**src/rtl/seg7_pkg.sv**
```systemverilog
// Shared constants for the 7-segment scan display: hex decode table and
// the all-dark anode/segment patterns (everything active low).
package seg7_pkg;

  // Index 0 sits in the low bits; each entry is seg[6:0] = g..a, active low.
  localparam logic [15:0][6:0] SEG_HEX = {
    7'h0E, 7'h06, 7'h21, 7'h46, 7'h03, 7'h08, 7'h10, 7'h00,
    7'h78, 7'h02, 7'h12, 7'h19, 7'h30, 7'h24, 7'h79, 7'h40
  };

  localparam logic [7:0] SEG_OFF = 8'hFF;
  localparam logic [3:0] AN_OFF  = 4'hF;

  function automatic logic [6:0] hex_decode(input logic [3:0] nib);
    return SEG_HEX[nib];
  endfunction

endpackage

```
**src/rtl/seg7_scan_display_hex_to_seg.sv**
```systemverilog
// Combinational nibble-to-segment decoder with decimal point; output active low.
module hex_to_seg
  import seg7_pkg::*;
(
  input  logic [3:0] nib,
  input  logic       dp,
  output logic [7:0] seg
);

  assign seg = {~dp, hex_decode(nib)};

endmodule

```
**src/rtl/seg7_scan_display.sv**
```systemverilog
// Time-multiplexed 4-digit common-anode 7-segment driver. Inputs are
// snapshotted once per scan frame so a changing value never shows a mixed image.
module seg7_scan_display
  import seg7_pkg::*;
#(
  parameter int SCAN_W = 17
) (
  input  logic        clk,
  input  logic        rstn,
  input  logic [15:0] hexs,
  input  logic [3:0]  points,
  input  logic [3:0]  le,
  input  logic        lzb,
  output logic [3:0]  an,
  output logic [7:0]  seg
);

  logic [SCAN_W-1:0] div;
  logic [1:0]        idx;
  logic [15:0]       sh_hexs;
  logic [3:0]        sh_points;
  logic [3:0]        sh_le;
  logic              sh_lzb;

  logic        tick;
  logic        boundary;
  logic [1:0]  nxt_idx;
  logic [15:0] cur_hexs;
  logic [3:0]  cur_points;
  logic [3:0]  cur_le;
  logic        cur_lzb;
  logic [3:0]  nib_p0;
  logic        z3;
  logic        z2;
  logic        z1;
  logic        lz_dark_p0;
  logic        dark_p0;
  logic [7:0]  dig_seg_p0;

  assign tick     = &div;
  assign nxt_idx  = idx + 2'd1;
  assign boundary = tick && (idx == 2'd3);

  // At the frame boundary the live inputs drive the first digit directly,
  // so the snapshot and what is shown for digit 0 always agree.
  assign cur_hexs   = boundary ? hexs   : sh_hexs;
  assign cur_points = boundary ? points : sh_points;
  assign cur_le     = boundary ? le     : sh_le;
  assign cur_lzb    = boundary ? lzb    : sh_lzb;

  assign nib_p0 = cur_hexs[{nxt_idx, 2'b00} +: 4];

  // Leading zeros: a digit blanks only if it and every digit above it are zero.
  assign z3 = (cur_hexs[15:12] == 4'h0);
  assign z2 = z3 && (cur_hexs[11:8] == 4'h0);
  assign z1 = z2 && (cur_hexs[7:4] == 4'h0);

  always_comb begin
    lz_dark_p0 = 1'b0;
    case (nxt_idx)
      2'd3:    lz_dark_p0 = cur_lzb && z3;
      2'd2:    lz_dark_p0 = cur_lzb && z2;
      2'd1:    lz_dark_p0 = cur_lzb && z1;
      default: lz_dark_p0 = 1'b0;
    endcase
  end

  assign dark_p0 = cur_le[nxt_idx] || lz_dark_p0;

  hex_to_seg u_hex_to_seg (
    .nib (nib_p0),
    .dp  (cur_points[nxt_idx]),
    .seg (dig_seg_p0)
  );

  // Registered outputs: update only on tick, hold in between.
  always_ff @(posedge clk or negedge rstn) begin
    if (!rstn) begin
      div       <= '0;
      idx       <= 2'd3;
      sh_hexs   <= '0;
      sh_points <= '0;
      sh_le     <= '0;
      sh_lzb    <= 1'b0;
      an        <= AN_OFF;
      seg       <= SEG_OFF;
    end else begin
      div <= div + {{(SCAN_W-1){1'b0}}, 1'b1};
      if (tick) begin
        idx <= nxt_idx;
        an  <= dark_p0 ? AN_OFF  : ~(4'b0001 << nxt_idx);
        seg <= dark_p0 ? SEG_OFF : dig_seg_p0;
      end
      if (boundary) begin
        sh_hexs   <= hexs;
        sh_points <= points;
        sh_le     <= le;
        sh_lzb    <= lzb;
      end
    end
  end

endmodule

```
**config.mk**
```make
export PLATFORM = sky130hd
export DESIGN_NAME = seg7_scan_display
export DESIGN_NICKNAME = d
export VERILOG_FILES = /design/src/rtl/seg7_pkg.sv /design/src/rtl/seg7_scan_display_hex_to_seg.sv /design/src/rtl/seg7_scan_display.sv
export SDC_FILE = /design/constraint.sdc
export NUM_CORES = 1
export LEC_CHECK = 0
export CAP_MARGIN = 40
export CORE_ASPECT_RATIO = 2
export CORE_MARGIN = 2
export CORE_UTILIZATION = 45
export CTS_CLUSTER_DIAMETER = 30
export CTS_CLUSTER_SIZE = 10
export DETAILED_ROUTE_END_ITERATION = 10
export PLACE_DENSITY = 0.7
export SYNTH_ARGS = -nofsm -noshare
export SYNTH_HDL_FRONTEND = slang
export SYNTH_SLANG_ARGS = --single-unit
export TNS_END_PERCENT = 100
```
**constraint.sdc**
```tcl
create_clock -name clk -period 3.25 [get_ports clk]
set_input_delay 0.65 -clock clk [delete_from_list [all_inputs] [get_ports clk]]
set_output_delay 0.65 -clock clk [all_outputs]
set_load 0.01 [all_outputs]
```
==> flow_summary_export.csv <==
group,metric,value,unit
drt,firstDrtPassIters,4,
place,dp.cells,354,
yosys,ys_seq_area_share,49.4,%
cells_and_area,layout.cells.non_filler,374,
drt,num_vias,1976,
critical_path,worst-setup-path-type,"register to register",
sta,finClkSkew,0.00756,ns
critical_path,cp-end-kind,"register",
die,die_area,7070,um2
cells_and_area,layout.nets,326,
critical_path,crit_arrival,3.25,ns
critical_path,path_delay_family,"simple AND/OR/NAND/NOR gates",
yosys,ys_warn_count,0,
die,rows,41,
yosys,yosysTopAreaCell,"dfrtp_1",
place,io_buffers,38,
cells_and_area,drive_above_1_share,31.9,%
grt,grt_usage,18.5,%
sta,worstMarginPinSlew,0.625,ns
drt,drcViolationCount,0,
sta,relSlewSlack,58.4,%
critical_path,cp_max_fo,7,
cts,clk_path_buf_depth,2,
flow_run,cap_violations,0,
place,routabilityCongestion,0.869,
grt,grt_pass1_vias,2032,
sta,min_period,3.03,ns
power_and_ir_drop,p_per_area,378,nW/um2
yosys,syn_avg_cell_area,12.7,um2
sta,maxSlewViolCount,0,
sta,max_freq,331,MHz
critical_path,cpPeakStageDelay,0.38,ns
run_status,status,"completed",
cells_and_area,multi_input_area,1380,um2
die,die_height,117,um
yosys,synthFlopType,"dfrtp_1",
cells_and_area,fill_cells,543,
sta,hold_violations,0,
yosys,syn_nets,265,
yosys,yosys-top-cells-area,"dfrtp_1 37%, dfstp_2 13%, mux2_2 10%",
grt,grt_max_degree,32,
cells_and_area,syn2layout_area_growth,28.0,%
place,dp_hpwl,4400,um
yosys,synth_cell_types,43,
cts,clk-insertion-delay-late,0.30,ns
critical_path,worst_ep_required_time,3.48,ns
min_path,worstHoldPathType,"input pin to asynchronous set/reset pin",
drt,drtIter0Drc,62,
cts,clkSinkCount,56,
yosys,syn_inst,226,
critical_path,critPathLaunchType,"register",
sta,setup_viol,0,
critical_path,critPathBufInv,2,
grt,antenna_found_initial,0,
drt,drt-total-wl,5920,um
cts,htree_levels,2,
place,placed_cell_area,3420,um2
yosys,synth_edf_count,0,
sta,setup_tns,0,ns
power_and_ir_drop,ir_drop,0.424,mV
power_and_ir_drop,total_power,0.00139,W
die,core,6260,um2
die,start_util,45.9,%
critical_path,path_cells,"and3_1 > nand3_1 > nor3_2 > and4_1 > ha_2 > nand2_2 > mux2_2 > a222oi_1 > buf_4 > buf_2 > mux2i_1 > mux2i_1 > o22a_1",
power_and_ir_drop,power_leakage,1.63,nW
grt,grt_overflow,0,
critical_path,cp_slowest_cell,"dfrtp_1",
drt,wl_per_cell,15.8,um
drt,viasPerCell,5.28,
yosys,synth_top_cell_area_share,36.6,%
yosys,async_reset_ff_share,100,%
grt,grt_pass1_wl,9580,um
die,die_width,60.5,um
cts,numCtsBuffers,5,
cells_and_area,antenna_cells,0,
yosys,ys_seq_elements,56,
die,pin_count,39,
yosys,synth_area,2870,um2
drt,ant_nets,0,
cts,cts_root_buf,"clkbuf_16",
critical_path,crit_path_frequent_cell,"mux2i_1",
cells_and_area,final_cell_area,3670,um2
cts,cts.clk_slew.worst_paths,0.07,ns
cells_and_area,register_area,1420,um2
sta,finalCritPeriodShare,93.1,%
cts,cts_tree,"yes",
==> final timing paths <==
| kind | from | endpoint | slack [ns] | cells after the start |
|---|---|---|---|---|
| max | div[6] | seg[3] | 0.22 | 13 |
| min | rstn | sh_hexs[11] | 0.37 | 1 |
| max reg2reg | div[6] | seg[3] | 0.22 | 13 |
| min reg2reg | div[7] | div[7] | 0.46 | 1 |
| max in group asynchronous | rstn | idx[0] | 2.24 | 2 |
| min in group clk | div[7] | div[7] | 0.46 | 1 |
==> logic make-up after synthesis <==
group / count (synthesis) / share of synthesized area, %
multiplexers: 46 / 20.7
adder cells (fa/ha/maj): 12 / 5.23
buffers and inverters: 22 / 3.84
XOR/XNOR: 15 / 4.58
AO/OA/AOI/OAI: 24 / 7.02
flip-flops: 56 / 49.4
AND/OR/NAND/NOR: 51 / 9.24
==> where the power goes <==
part           switching [W]  leakage, nW  total [W]  internal, W
Sequential        0.00000823        0.659   0.000722     0.000713
Combinational      0.0000545        0.897   0.000124    0.0000692
Clock               0.000236       0.0701   0.000543     0.000307
==> state kept, by name, summed over array words and instances (netlist names) <==
name       flops
div           17
sh_points      4
sh_lzb         1
sh_hexs       16
seg            8
an             4
sh_le          4
idx            2
==> area by class of cell <==
type,count,share of cell area (%)
Clock buffer,7,3.88
Inverter,11,1.12
Clock inverter,1,0.204
Tap cell,86,2.93
Timing Repair Buffer,64,15.8
Sequential cell,56,38.6
Multi-Input combinational cell,149,37.4
==> metal layers <==
metal  track usage [%]  vias up  wire length [um]
met1              20.8      981              2140
met4              9.28        0               243
met3              3.63       16               164
li1                  -      939                 -
met5                 0        -                 0
met2              32.2       40              3370
==> metrics by stage <==
stage | util [%] | hold WS [ns] | setup WS [ns]
6_report | 58.7 | 0.367 | 0.224
5_1_grt | 58.7 | 0.416 | -0.0114
3_3_place_gp | 54.7 | 0.454 | 0.0852
3_5_place_dp | 54.7 | 0.460 | 0.0203
4_1_cts | 57.2 | 0.380 | 0.112
2_1_floorplan | - | 0.354 | 0.0744
==> what timing repair did <==
action	CTS	global route
hold endpoints to repair	0	0
setup endpoints to repair	1	6
hold buffers	0	0
cloned	0	2
resized for setup	1	5
setup buffers	0	10
pin swaps	0	2
==> layout by cell type (no fill, tap or decap), drive strengths merged, types with 3 or more instances in the layout <==
cell	count
and3	4
buf	27
clkbuf	7
clkdlybuf4s50	37
dfrtp	42
dfstp	14
ha	12
inv	11
mux2	26
mux2i	13
mux4	7
nand2	15
nand3	10
nor2	10
o21ai	4
o22a	6
o32a	3
xnor2	8
xor2	7
==> synthesized netlist by cell type, types with 2 or more instances <==
cell / instances
buf_2: 6
dfrtp_1: 42
mux2_2: 26
mux2i_1: 12
nand3_1: 10
or4_1: 2
and4_1: 2
a21oi_1: 2
inv_1: 11
nor2_1: 10
a31oi_1: 2
ha_1: 12
o21ai_0: 3
dfstp_2: 14
clkbuf_1: 2
mux4_2: 7
o22a_1: 6
and3_1: 4
xor2_1: 7
nand2_2: 2
nand2_1: 12
xnor2_1: 8
o32a_1: 3
nor4_1: 2
(Power assumes the default switching activity.)
